[src/rtl/tx_serializer_10b_pkg.sv]
// Shared code-group constants for the 8b/10b transmit path.
// Used by the encoder tables and by tx_serializer_10b.
//   CG_WIDTH          : code-group width (abcdei fghj, bit 9 = 'a')
//   K28_5_RDN/RDP     : K28.5 comma in the RD- and RD+ columns
//   ser_state_e       : serializer FSM encoding (SER_IDLE, SER_SHIFT)
package tx_serializer_10b_pkg;

    localparam int unsigned CG_WIDTH = 10;

    localparam logic [CG_WIDTH-1:0] K28_5_RDN = 10'b0011111010;
    localparam logic [CG_WIDTH-1:0] K28_5_RDP = 10'b1100000101;

    typedef enum logic [0:0] {
        SER_IDLE  = 1'b0,
        SER_SHIFT = 1'b1
    } ser_state_e;

endpackage

[src/rtl/ser_hold_buf.sv]
// One-entry valid/ready holding register in front of the serializer.
// Ports:
//   clk, reset  : clock, asynchronous active-high reset
//   in_data     : incoming code group
//   in_valid    : in_data is valid
//   in_ready    : entry is free, or is being drained at this edge
//   take        : consumer loads hold_data at this edge
//   hold_valid  : entry holds a code group
//   hold_data   : held code group
module ser_hold_buf
    import tx_serializer_10b_pkg::*;
#(
    parameter int unsigned WIDTH = CG_WIDTH
) (
    input  logic             clk,
    input  logic             reset,
    input  logic [WIDTH-1:0] in_data,
    input  logic             in_valid,
    output logic             in_ready,
    input  logic             take,
    output logic             hold_valid,
    output logic [WIDTH-1:0] hold_data
);

    logic             valid_q, valid_d;
    logic [WIDTH-1:0] data_q, data_d;
    logic             accept;

    // Ready depends only on registered state and take, never on in_valid.
    assign in_ready = !valid_q || take;
    assign accept   = in_valid && in_ready;

    always_comb begin
        valid_d = valid_q;
        data_d  = data_q;
        if (accept) begin
            // Covers the load-and-accept case: the old entry leaves via take.
            valid_d = 1'b1;
            data_d  = in_data;
        end else if (take) begin
            valid_d = 1'b0;
        end
    end

    always_ff @(posedge clk or posedge reset) begin
        if (reset) begin
            valid_q <= 1'b0;
            data_q  <= '0;
        end else begin
            valid_q <= valid_d;
            data_q  <= data_d;
        end
    end

    assign hold_valid = valid_q;
    assign hold_data  = data_q;

endmodule

[src/rtl/tx_serializer_10b.sv]
// 10-bit code-group serializer following the 8b/10b encoder.
// Accepts code groups through a one-entry buffer and shifts them out MSB ('a') first,
// one bit per clk. Once started the stream never gaps: on underflow FILL_PATTERN is sent.
// Ports:
//   clk, reset : clock, asynchronous active-high reset
//   cg_in      : code group, bit 9 = 'a', bit 0 = 'j'
//   cg_valid   : cg_in valid
//   cg_ready   : cg_in is accepted at this edge when cg_valid is high
//   ser_out    : registered serial bit
//   tx_active  : stream has started
//   sym_start  : ser_out carries bit 'a'
//   underflow  : one-cycle pulse while the filler's first bit is on ser_out
//   uf_count   : saturating underflow count (only with SER_UNDERFLOW_CNT_EN defined)
module tx_serializer_10b
    import tx_serializer_10b_pkg::*;
#(
    parameter int unsigned          CG_WIDTH     = tx_serializer_10b_pkg::CG_WIDTH,
    parameter logic [CG_WIDTH-1:0]  FILL_PATTERN = K28_5_RDN
) (
    input  logic                clk,
    input  logic                reset,
    input  logic [CG_WIDTH-1:0] cg_in,
    input  logic                cg_valid,
    output logic                cg_ready,
    output logic                ser_out,
    output logic                tx_active,
    output logic                sym_start,
    output logic                underflow
`ifdef SER_UNDERFLOW_CNT_EN
    ,
    output logic [7:0]          uf_count
`endif
);

    localparam logic [3:0] LAST_BIT = 4'(CG_WIDTH - 1);

    ser_state_e          state_q, state_d;
    logic [CG_WIDTH-1:0] shift_q, shift_d;
    logic [3:0]          bit_cnt_q, bit_cnt_d;
    logic                underflow_q, underflow_d;

    logic                hold_valid;
    logic [CG_WIDTH-1:0] hold_data;
    logic                load_now;

    assign load_now = (state_q == SER_IDLE  && hold_valid) ||
                      (state_q == SER_SHIFT && bit_cnt_q == LAST_BIT);

    ser_hold_buf #(
        .WIDTH (CG_WIDTH)
    ) u_hold_buf (
        .clk        (clk),
        .reset      (reset),
        .in_data    (cg_in),
        .in_valid   (cg_valid),
        .in_ready   (cg_ready),
        .take       (load_now),
        .hold_valid (hold_valid),
        .hold_data  (hold_data)
    );

    always_comb begin
        state_d     = state_q;
        shift_d     = shift_q;
        bit_cnt_d   = bit_cnt_q;
        underflow_d = 1'b0;
        unique case (state_q)
            SER_IDLE: begin
                if (hold_valid) begin
                    shift_d   = hold_data;
                    bit_cnt_d = '0;
                    state_d   = SER_SHIFT;
                end
            end
            SER_SHIFT: begin
                if (bit_cnt_q == LAST_BIT) begin
                    bit_cnt_d = '0;
                    if (hold_valid) begin
                        shift_d = hold_data;
                    end else begin
                        shift_d     = FILL_PATTERN;
                        underflow_d = 1'b1;
                    end
                end else begin
                    shift_d   = {shift_q[CG_WIDTH-2:0], 1'b0};
                    bit_cnt_d = bit_cnt_q + 4'd1;
                end
            end
            default: state_d = SER_IDLE;
        endcase
    end

    always_ff @(posedge clk or posedge reset) begin
        if (reset) begin
            state_q     <= SER_IDLE;
            shift_q     <= '0;
            bit_cnt_q   <= '0;
            underflow_q <= 1'b0;
        end else begin
            state_q     <= state_d;
            shift_q     <= shift_d;
            bit_cnt_q   <= bit_cnt_d;
            underflow_q <= underflow_d;
        end
    end

    // shift_q stays zero in IDLE, so ser_out is 0 there without extra gating.
    assign ser_out   = shift_q[CG_WIDTH-1];
    assign tx_active = (state_q == SER_SHIFT);
    assign sym_start = (state_q == SER_SHIFT) && (bit_cnt_q == 4'd0);
    assign underflow = underflow_q;

`ifdef SER_UNDERFLOW_CNT_EN
    logic [7:0] uf_count_q;

    always_ff @(posedge clk or posedge reset) begin
        if (reset) begin
            uf_count_q <= 8'h00;
        end else if (underflow_q && uf_count_q != 8'hFF) begin
            uf_count_q <= uf_count_q + 8'd1;
        end
    end

    assign uf_count = uf_count_q;
`endif

endmodule
[config.mk]
export PLATFORM = sky130hd
export DESIGN_NAME = tx_serializer_10b
export DESIGN_NICKNAME = d
export VERILOG_FILES = /design/src/rtl/tx_serializer_10b_pkg.sv /design/src/rtl/ser_hold_buf.sv /design/src/rtl/tx_serializer_10b.sv
export SDC_FILE = /design/constraint.sdc
export NUM_CORES = 1
export LEC_CHECK = 0
export BUFFER_PORTS_ARGS = -buffer_cell sky130_fd_sc_hd__buf_2
export CORE_UTILIZATION = 57
export CTS_BUF_LIST = sky130_fd_sc_hd__clkbuf_8
export CTS_CLUSTER_DIAMETER = 200
export DETAILED_ROUTE_END_ITERATION = 16
export PLACE_DENSITY = 0.76
export SLEW_MARGIN = 20
export SYNTH_ARGS = -nofsm -noshare
export SYNTH_HDL_FRONTEND = slang
export SYNTH_SLANG_ARGS = --single-unit
[constraint.sdc]
create_clock -name clk -period 2 [get_ports clk]
set_input_delay 0.1 -clock clk [delete_from_list [all_inputs] [get_ports clk]]
set_output_delay 0.1 -clock clk [all_outputs]
set_load 0.02 [all_outputs]
* After elaboration in Yosys (flattened, before gate mapping)
Cells that the tools add are included.
** Operators by class
- Add/sub/neg operators :: 1
- Multiply operators :: 0
- Div/mod/pow operators :: 0
- Order comparisons :: 0
- Equality and inequality tests :: 2
- Shift operators :: 0
- Mux-type cells :: 14
- Bitwise logic cells :: 1
- Reduce and logical (&&, ||, !) cells :: 9
** Operators with widths (number)
- 2-to-1 mux 10 bit :: 3
- one-hot mux 10 bit (2 select lines) :: 1
- 2-to-1 mux 4 bit :: 2
- one-hot mux 4 bit (2 select lines) :: 1
- 2-to-1 mux 1 bit :: 7
- adder 4 x 1 -> 4 bit (second input constant) :: 1
- equality test 4 bit (second input constant) :: 1
- logical AND 1 bit :: 4
- logical NOT 4 bit :: 1
- logical OR 1 bit :: 2
- != test 2 x 1 -> 1 bit (second input constant) :: 1
- nonzero test 2 bit :: 1
- logical NOT 1 bit :: 1
- inverter 1 bit :: 1
** Storage, ports and cells
- Register bits :: 27
- Latch bits :: 0
- Bits in writable memories :: 0
- ROM bits :: 0
- Input port bits :: 13
- Memories :: 0

* Longest topological paths before layout
Gate-level depths: netlist of run 1.
- Depth in word-level cells :: 6
- Gate-level depth with buffers :: 4
- Depth with buffers taken out :: 3

* Cells and area by module
Synthesis of run 1 repeated with hierarchy kept, for this count alone.
** Second synthesis, totals
- Cell total of the unflattened synthesis :: 100
- Area total of the unflattened synthesis :: 1238.7 um^2
** By module, submodules not included
- tx_serializer_10b :: instances 1, cells an instance 75, area an instance 769.5 um^2
- ser_hold_buf :: instances 1, cells an instance 25, area an instance 469.2 um^2

* Worst setup path before layout of run 1
OpenSTA, ideal clock, no wires.
- Path type :: reg-to-output
- From :: reg state_q (netlist: tx_active)
- To :: out sym_start
- Arrival :: 1.661 ns
- Required time :: 1.900 ns
- Slack :: 0.239 ns
- Cell stages (with the launch flop) :: 4
- Buffers on the path :: 1
- Cells stage by stage :: dfrtp_1 buf_2 nor2b_1 nor4b_1
** On the way
- Cells in the longest elaborated chain, start to end :: 1
** Ends and longest elaborated chain
- start, declared :: line tx_serializer_10b.sv:37 : ser_state_e state_q, state_d;
- start signal, assigned :: line tx_serializer_10b.sv:100 : state_q <= state_d;
- logical AND 1 bit :: line tx_serializer_10b.sv:110 : assign sym_start = (state_q == SER_SHIFT) && (bit_cnt_q == 4'd0);
- end, declared :: line tx_serializer_10b.sv:27 : output logic sym_start,
Every way passes these cells.

* Worst setup path after layout of run 1
- From :: reg state_q (netlist: tx_active)
- To :: out cg_ready
** On the way
- Cells in the longest elaborated chain, start to end :: 4
** Ends and longest elaborated chain
- inverter 1 bit
- logical AND 1 bit :: line tx_serializer_10b.sv:46 : assign load_now = (state_q == SER_IDLE && hold_valid) ||
- logical OR 1 bit (*) :: line tx_serializer_10b.sv:46
- logical OR 1 bit (*) :: line ser_hold_buf.sv:30 : assign in_ready = !valid_q || take;
- end, declared :: line tx_serializer_10b.sv:24 : output logic cg_ready,
Mark *: on every way between the ends. The rest lies on a longest branch, timed or not.

==> results of run 1 <==
worst max-delay path, cell delays in order, from the launching register on:
cell,delay (ps)
dfrtp_1,650
inv_1,210
nor2_1,340
nand2_1,80
buf_2,160
synthesized netlist by cell type (2+ instances only):
master	number	area share (%)
o21ai_0	4	1.7
mux2_2	10	9.5
a221o_1	3	2.5
nand3b_1	2	1.3
nor2b_1	2	1.1
dfrtp_1	27	57
or3_1	5	2.6
o221a_2	6	5.7
a21oi_1	5	2.1
nand2_1	10	3.2
nand2b_1	3	1.6
inv_1	4	1.3
nor2_1	2	0.63
layout make-up:
cell class	instances	area (um^2)	area share [%]
Tap cell	27	33.8	2.48
Multi-Input combinational cell	63	482	35.4
Sequential cell	27	676	49.6
Clock buffer	3	41.3	3.03
Clock inverter	1	3.75	0.276
Timing Repair Buffer	20	110	8.09
Inverter	4	15.0	1.10
cell usage in the layout (no fill, tap or decap), drive strengths merged:
cell and count:
mux2 10, o21ai 6, o21bai 1, o221a 6
or3 5, nor3 1, clkbuf 3, buf 19
nand3b 2, nor2 2, a211o 1, nand2 10
o32ai 1, nand4bb 1, inv 5, and4bb 1
dfrtp 27, nor2b 2, dlygate4sd3 1, xor2 1
nand2b 3, nor4b 1, a21o 1, a221o 3
a21oi 5
path summary, 6_finish.rpt:
path | slack [ps] | from | to | cells past startpoint
setup / recovery | 190 | tx_active | cg_ready | 4
setup reg to reg | 320 | tx_active | u_hold_buf.hold_data[4] | 3
hold / removal | 60 | cg_in[8] | u_hold_buf.hold_data[8] | 2
hold reg to reg | 510 | u_hold_buf.hold_data[0] | u_hold_buf.hold_data[0] | 1
max in group asynchronous | 1330 | reset | shift_q[5] | 4
min in group asynchronous | 420 | reset | u_hold_buf.hold_data[1] | 4
registers in the layout (all words and copies together) (netlist names):
signal                 flops
bit_cnt_q                  4
shift_q                   10
tx_active                  1
u_hold_buf.hold_data      10
u_hold_buf.hold_valid      1
underflow                  1
cells by family (layout without fill, tap and decap cells):
family / count (synthesis) / in the layout / share of synthesized area, %
AO/OA/AOI/OAI: 24 / 24 / 16.5
buffers and inverters: 7 / 28 / 2.63
multiplexers: 10 / 10 / 9.47
flip-flops: 27 / 27 / 56.8
XOR/XNOR: 1 / 1 / 0.737
AND/OR/NAND/NOR: 28 / 28 / 13.8
metrics by stage:
step | setup WS [ps] | std cells
after floorplan | 239 | 97
after global placement | 433 | 140
after detailed placement | 340 | 140
after CTS | 208 | 145
after global routing | 60.2 | 145
final | 191 | 145
power by group:
group / switching [mW] / leakage (nW) / internal (mW)
registers: 0.0200 / 0.335 / 0.584
clock network: 0.161 / 0.0269 / 0.137
logic: 0.0318 / 0.277 / 0.0431
what timing repair did:
action                    CTS  global route
hold endpoints to repair   27             0
hold buffers                1             0
buffers inserted            0             0
resized for setup           0             0
layer usage:
metal / wire length, um / track usage, % / vias up
met5: 0 / 0 / -
met4: 39 / 9.44 / 0
met3: 72 / 4.91 / 6
met2: 1020 / 37.8 / 16
met1: 1010 / 27.6 / 418
li1: - / - / 404
==> results.py, run 1 <==
metrics = {
    "run_status": {
        "status": "finished clean",
    },
    "run": {
        "cap_violations": 0,
    },
    "cts": {
        "insertion_delay_ps": 270,
        "numCtsBuffers": 3,
        "cts.clk_slew.worst_paths_ps": 90,
        "htree_num_levels": 1,
        "cts_tree": "built",
        "cts_num_sinks": 27,
        "root_buffer": "clkbuf_8",
        "clockBufferDepth": 2,
    },
    "placement": {
        "placed_area_um2": 1310,
        "gp_congestion": 0.743,
        "io_buffers": 17,
        "hpwlAfterDp_mm": 1.50,
    },
    "drt": {
        "drc": 0,
        "vias_per_cell": 5.82,
        "postRouteAntennaNets": 0,
        "dr.pass1.iters": 4,
        "via_count": 844,
        "avgRoutedWirePerCell_um": 14.7,
        "drt_iter0_markers": 10,
        "routed_wl_mm": 2.14,
    },
    "synth": {
        "synth_flop_cell": "dfrtp_1",
        "synth-seq-area-share_pct": 56.8,
        "ys_ff_latch": 27,
        "synth-edff-count": 0,
        "syn-cell-area_um2": 1190,
        "synth.net_count": 110,
        "synth_area_per_cell_um2": 12.3,
        "synthCells": 97,
        "yosysWarnings": 0,
        "async_flop_share_pct": 100,
        "ys_types": 27,
    },
    "worst_setup_path": {
        "start_kind": "flop",
        "crit_arrival_ps": 1710,
        "cp-end-kind": "output port",
        "cp_data_required_time_ps": 1900,
        "critPathKind": "reg2out",
        "worstPathMaxFanout": 17,
    },
    "hold_path": {
        "hold_class": "in2reg",
    },
    "timing": {
        "fin_crit_sh_pct": 90.4,
        "drv_slew": 0,
        "max_freq_ghz": 0.553,
        "skew_ps": 4.36,
        "tightest_slew_ps": 477,
        "tns_ps": 0,
        "rsz0062_at_grt": "no",
        "fin_hold_ws_ps": 55.5,
        "slew_headroom_pct": 68.2,
        "finalHoldViolations": 0,
        "finalCriticalPeriod_ps": 1810,
        "setup_viol": 0,
    },
    "final_layout": {
        "drive_above_1_share_pct": 33.9,
        "nFillCells": 162,
        "fin_area_um2": 1360,
        "antenna_cells": 0,
        "syn_to_final_growth_pct": 14.5,
        "final_nets": 132,
        "utilization_pct": 69.4,
    },
    "global_route": {
        "grt_max_degree": 28,
        "grtUsageTotal_pct": 22.3,
        "grt_pass1_vias": 813,
        "antenna_found_initial": 0,
        "grt_overflow": 0,
        "grt_pass1_wl_mm": 3.39,
    },
    "floorplan": {
        "fp.dieW_um": 47.7,
        "num_io_pins": 18,
        "fp.dieH_um": 47.7,
        "core_area_um2": 1960,
        "die_area_um2": 2270,
        "std_cell_rows": 16,
        "start_util_pct": 60.6,
    },
    "pwr": {
        "p_leak_nw": 0.638,
        "p_per_area_nw_per_um2": 718,
        "p_total_uw": 977,
        "vdd_drop_max_mv": 0.491,
    },
}
No activity file was read; power rests on OpenSTA's default activity.
==> run 2: changes to the inputs <==
==> constraint.sdc (replaced) <==
create_clock -name clk -period 2 [get_ports clk]
set_input_delay 0.1 -clock clk [delete_from_list [all_inputs] [get_ports clk]]
set_output_delay 0.1 -clock clk [all_outputs]
set_load 0.05 [all_outputs]
==> run 2 against run 1 <==
  * Sequential cell count did not move
  * Combinational power rose by 13%
  * Maximum frequency is 1.5% higher
  * Clock skew rose by 2.1 ps
  * Die area is the same
  * Sequential power is essentially flat
  * Non-clock buffer count stayed put
  * First-iteration DRC count increased by 50%
  * Clock power increased by 4%
  * Cell count is the same
  * Core utilization increased by 0.89 points
  * Critical path type unchanged
  * Largest power group unchanged
==> results.py, run 2 (synthesis results as in run 1) <==
metrics = {
    "final_layout": {
        "layoutNonFillerInstCount": 145,
        "syn_to_final_growth_pct": 16.0,
        "antenna_cells": 0,
        "layout_commonest_cell": "dfrtp_1",
        "nFillCells": 177,
        "final_cell_mix": "dfrtp_1, buf_2, nand2_1, mux2_2, o221a_2",
        "drive_above_1_share_pct": 36.4,
        "multiInputGateArea_um2": 497,
        "regArea_um2": 677,
        "final_nets": 132,
    },
    "drt": {
        "drt_iter0_markers": 15,
        "dr.pass1.iters": 4,
        "routed_wl_mm": 2.22,
        "via_count": 819,
        "vias_per_cell": 5.65,
        "drc": 0,
        "postRouteAntennaNets": 0,
        "avgRoutedWirePerCell_um": 15.3,
    },
    "cts": {
        "numCtsBuffers": 3,
        "root_buffer": "clkbuf_8",
        "cts_num_sinks": 27,
        "cts.clk_slew.worst_paths_ps": 90,
        "cts_tree": "built",
        "insertion_delay_ps": 270,
        "clockBufferDepth": 2,
        "htree_num_levels": 1,
    },
    "worst_setup_path": {
        "worstPathMaxFanout": 8,
        "start_kind": "flop",
        "cp-end-kind": "output port",
        "r2r_setup_slack_ps": 350,
        "critPathKind": "reg2out",
        "crit_arrival_ps": 1680,
        "cp_data_required_time_ps": 1900,
    },
    "placement": {
        "dp_cells": 140,
        "io_buffers": 17,
        "gp_congestion": 0.767,
        "hpwlAfterDp_mm": 1.55,
    },
    "timing": {
        "max_freq_ghz": 0.561,
        "tightest_slew_ps": 482,
        "finalCriticalPeriod_ps": 1780,
        "skew_ps": 6.47,
        "finalHoldViolations": 0,
        "drv_slew": 0,
        "fin_crit_sh_pct": 89.1,
        "slew_headroom_pct": 67.7,
        "setup_viol": 0,
        "tns_ps": 0,
        "rsz0062_at_grt": "no",
    },
    "global_route": {
        "grtUsageTotal_pct": 22.0,
        "grt_pass1_wl_mm": 3.34,
        "grt_max_degree": 28,
        "grt_overflow": 0,
        "antenna_found_initial": 0,
        "grt_pass1_vias": 733,
    },
    "pwr": {
        "p_per_area_nw_per_um2": 724,
        "p_leak_nw": 0.647,
        "vdd_drop_max_mv": 0.595,
    },
    "run_status": {
        "status": "finished clean",
    },
    "hold_path": {
        "hold_class": "in2reg",
    },
    "run": {
        "cap_violations": 0,
    },
    "floorplan": {
        "start_util_pct": 60.6,
        "fp.dieW_um": 47.7,
        "fp.dieH_um": 47.7,
        "num_io_pins": 18,
        "die_area_um2": 2270,
        "core_area_um2": 1960,
        "std_cell_rows": 16,
    },
}
-- run 2: cell count changes in the layout (fill, tap and decap cells not counted) --
cell | previous run | this run
nor4b_4 | 0 | 1
dfrtp_2 | 0 | 1
dfrtp_1 | 27 | 26
inv_1 | 5 | 4
nor4b_1 | 1 | 0
clkinv_2 | 0 | 1
-- run 2: what timing repair did --
action | CTS | global route
setup buffers | 0 | 0
hold buffers | 1 | 0
hold endpoints to repair | 27 | 0
setup endpoints to repair | 0 | 1
gates resized for setup | 0 | 1
-- run 2: where the power goes --
part	total, mW	switching (mW)	internal [mW]	leakage [nW]
Combinational	0.0844	0.0412	0.0432	0.287
Clock	0.309	0.169	0.140	0.0255
Sequential	0.605	0.0207	0.584	0.334
-- run 2: final timing paths --
kind                                         start                 endpoint  cells past startpoint
min                                       cg_in[1]  u_hold_buf.hold_data[1]                      2
min reg2reg                u_hold_buf.hold_data[9]  u_hold_buf.hold_data[9]                      1
min in group asynchronous                    reset  u_hold_buf.hold_data[3]                      4
max in group asynchronous                    reset                tx_active                      4
max                                   bit_cnt_q[2]                 cg_ready                      4
max reg2reg                           bit_cnt_q[2]  u_hold_buf.hold_data[5]                      3
-- run 2: routing by layer --
layer / share of wire (%) / wire, um / global-route usage, %
met5: 0 / 0 / 0
met3: 1.7 / 38 / 3.40
met2: 49 / 1090 / 35.3
met1: 49 / 1080 / 29.5
met4: 0.50 / 11 / 10.0
-- run 2: through the flow --
stage / total power [mW] / instance area (um^2) / setup slack [ps] / utilization [%] / hold WS (ps)
after floorplan: 0.668 / 1200 / 134 / - / 153
after global routing: 1.04 / 1380 / 140 / 70.3 / 40.8
after global placement: 0.693 / 1320 / 396 / 67.3 / 165
after detailed placement: 0.701 / 1320 / 347 / 67.3 / 177
after CTS: 1.00 / 1380 / 161 / 70.2 / 47.7
final: 0.998 / 1380 / 219 / 70.3 / 49.4
-- run 2: cell type report --
type	instances	area share, %
clock buffers	3	2.99
clock inverters	1	0.363
inverters	4	1.09
multi-input cells	63	36.0
flip-flops and latches	27	49.1
well taps	27	2.45
repair buffers	20	7.99
-- run 2: worst max-delay path, cell delays in order (launching register included) --
cell      delay [ps]
dfrtp_1          530
and4bb_4         310
nor2_1           280
nand2_1           90
buf_2            210
==> run 3: changes to the inputs <==
--- a/config.mk
+++ b/config.mk
@@ -5,12 +5,14 @@
 export SDC_FILE = /design/constraint.sdc
 export NUM_CORES = 1
 export LEC_CHECK = 0
+export ABC_AREA = 1
 export BUFFER_PORTS_ARGS = -buffer_cell sky130_fd_sc_hd__buf_2
-export CORE_UTILIZATION = 57
+export CORE_UTILIZATION = 58
 export CTS_BUF_LIST = sky130_fd_sc_hd__clkbuf_8
 export CTS_CLUSTER_DIAMETER = 200
 export DETAILED_ROUTE_END_ITERATION = 16
-export PLACE_DENSITY = 0.76
+export GPL_TIMING_DRIVEN = 1
+export PLACE_DENSITY = 0.83
 export SLEW_MARGIN = 20
 export SYNTH_ARGS = -nofsm -noshare
 export SYNTH_HDL_FRONTEND = slang
==> run 3 against run 2 <==
  * Critical endpoint is now sym_start
  * Sequential share of layout area shrank 2.9 points
  * Count of clock-buffer cells in the layout is the same
  * Critical path depth shrank 1
  * Synthesized cell count grew 46%
  * Global-route usage shrank 0.53 points
  * Die area grew 9.6%
  * First-iteration DRC count grew 6.7%
  * Cell count grew 28%
  * Non-clock buffer count shrank 1
  * Final area grew 6.0%
==> results.py, run 3 <==
metrics = {
    "final_layout": {
        "antenna_cells": 0,
        "final_nets": 173,
        "fin_area_um2": 1460,
        "multiInputGateArea_um2": 577,
        "syn_to_final_growth_pct": 9.77,
        "regArea_um2": 676,
        "utilization_pct": 70.9,
        "layout_commonest_cell": "dfrtp_1",
        "nFillCells": 169,
        "final_cell_mix": "dfrtp_1, nand3_1, nand2_2, nand2_1, buf_2",
        "drive_above_1_share_pct": 35.8,
    },
    "drt": {
        "drt_iter0_markers": 16,
        "vias_per_cell": 5.18,
        "avgRoutedWirePerCell_um": 11.8,
        "routed_wl_mm": 2.20,
        "via_count": 963,
        "drc": 0,
        "dr.pass1.iters": 4,
        "postRouteAntennaNets": 0,
    },
    "floorplan": {
        "std_cell_rows": 16,
        "start_util_pct": 64.6,
        "core_area_um2": 2060,
        "fp.dieH_um": 49.9,
        "die_area_um2": 2490,
        "num_io_pins": 18,
        "fp.dieW_um": 49.9,
    },
    "placement": {
        "hpwlAfterDp_mm": 1.62,
        "gp_congestion": 0.756,
        "placed_area_um2": 1410,
        "io_buffers": 17,
    },
    "synth": {
        "post-synth-top-count-cell": "dfrtp_1",
        "yosysTopAreaCellShare_pct": 50.8,
        "yosysWarnings": 0,
        "syn-cell-area_um2": 1330,
        "synthCells": 142,
        "synth.net_count": 155,
        "synth_common_cells": "dfrtp_1, nand3_1, nand2_1, nand2_2, nor2_1",
        "synth-edff-count": 0,
        "async_flop_share_pct": 100,
        "ys_types": 27,
        "synth_flop_cell": "dfrtp_1",
        "synth_area_per_cell_um2": 9.38,
        "ys_ff_latch": 27,
        "synth-seq-area-share_pct": 50.8,
        "synth_area_leaders": "dfrtp_1, nand2_2, nand3_1, nand2_1, nor2_1",
        "synth.largest_area_cell": "dfrtp_1",
    },
    "hold_path": {
        "hold_class": "in2reg",
    },
    "timing": {
        "drv_slew": 0,
        "skew_ps": 3.82,
        "fin_crit_sh_pct": 84.2,
        "slew_headroom_pct": 63.0,
        "setup_viol": 0,
        "max_freq_ghz": 0.594,
        "finalHoldViolations": 0,
        "tightest_slew_ps": 555,
        "tns_ps": 0,
        "finalCriticalPeriod_ps": 1680,
        "rsz0062_at_grt": "no",
    },
    "cts": {
        "insertion_delay_ps": 270,
        "numCtsBuffers": 3,
        "cts_tree": "built",
        "htree_num_levels": 1,
        "cts_num_sinks": 27,
        "postCtsSetupBuffers": 0,
        "root_buffer": "clkbuf_8",
        "cts.clk_slew.worst_paths_ps": 90,
        "clockBufferDepth": 2,
    },
    "global_route": {
        "grtUsageTotal_pct": 21.4,
        "grt_overflow": 0,
        "grt_max_degree": 28,
        "grt_pass1_wl_mm": 4.00,
        "grt_pass1_vias": 913,
        "antenna_found_initial": 0,
    },
    "pwr": {
        "p_per_area_nw_per_um2": 753,
        "p_leak_nw": 0.763,
        "vdd_drop_max_mv": 0.586,
    },
    "worst_setup_path": {
        "critPathKind": "reg2out",
        "cp-end-kind": "output port",
        "start_kind": "flop",
        "cp_data_required_time_ps": 1900,
        "worstPathMaxFanout": 13,
        "crit_arrival_ps": 1580,
    },
    "run_status": {
        "status": "finished clean",
    },
    "run": {
        "cap_violations": 0,
    },
}
-- run 3: changes by cell type after synthesis, sizes merged, moves of 3 or more --
cell / previous run / this run
or3: 5 / 0
nand2b: 3 / 0
buf: 2 / 6
o21ai: 6 / 3
or2: 0 / 7
nor2: 2 / 16
mux2: 10 / 0
nand2: 10 / 41
o221a: 6 / 0
o21bai: 1 / 4
nand3: 0 / 23
a221o: 3 / 0
-- run 3: through the flow --
| stage | hold slack, ps | cells | setup WS, ps | power (mW) |
|---|---|---|---|---|
| floorplan | 153 | 142 | 290 | 0.781 |
| global placement | 165 | 181 | 642 | 0.810 |
| detailed placement | 176 | 181 | 605 | 0.818 |
| CTS | 75.0 | 186 | 302 | 1.11 |
| global route | 83.7 | 186 | 235 | 1.16 |
| finish | 72.0 | 186 | 316 | 1.10 |
-- run 3: final cells by class --
cell class / instances / area share (%)
Sequential cell: 27 / 46.2
Multi-Input combinational cell: 102 / 39.5
Timing Repair Buffer: 19 / 7.02
Clock buffer: 3 / 2.83
Clock inverter: 1 / 0.257
Tap cell: 27 / 2.31
Inverter: 7 / 1.88
-- run 3: where the power goes --
| group | internal (mW) | switching (mW) |
|---|---|---|
| logic | 0.0672 | 0.0997 |
| clock network | 0.137 | 0.156 |
| registers | 0.600 | 0.0409 |
-- run 3: repair_timing --
item                                   in CTS  in global routing
gates resized for setup                     0                  0
hold buffers                                1                  0
endpoints found under the hold margin      27                  0
-- run 3: critical path: stages (launching register included) --
cell     delay [ps]
dfrtp_1         700
inv_2           120
nor4_4          200
buf_2           290
-- run 3: layer usage --
metal	GRT usage, %	part of all wire, %
met2	37.2	49
met1	27.4	47
met3	3.70	3.0
met4	5.71	1.0
met5	0	0
-- run 3: logic make-up (layout without fill, tap and decap cells) --
logic type             Yosys count  in the layout  share of synthesized area (%)
buffers and inverters           13             30                           7.05
AOI/OAI and AO/OA               12             12                           5.92
and+or+nand+nor                 90             90                           36.3
DFF                             27             27                           50.8
-- run 3: path summary, 6_finish.rpt --
| check | end | slack, ps | depth (start not counted) | startpoint |
|---|---|---|---|---|
| min | u_hold_buf.hold_data[5] | 70 | 3 | cg_in[5] |
| min reg2reg | u_hold_buf.hold_data[1] | 490 | 2 | u_hold_buf.hold_data[1] |
| max in group asynchronous | shift_q[9] | 1310 | 4 | reset |
| max | sym_start | 320 | 3 | tx_active |
| min in group asynchronous | u_hold_buf.hold_data[5] | 440 | 4 | reset |
| max reg2reg | u_hold_buf.hold_data[9] | 640 | 4 | tx_active |
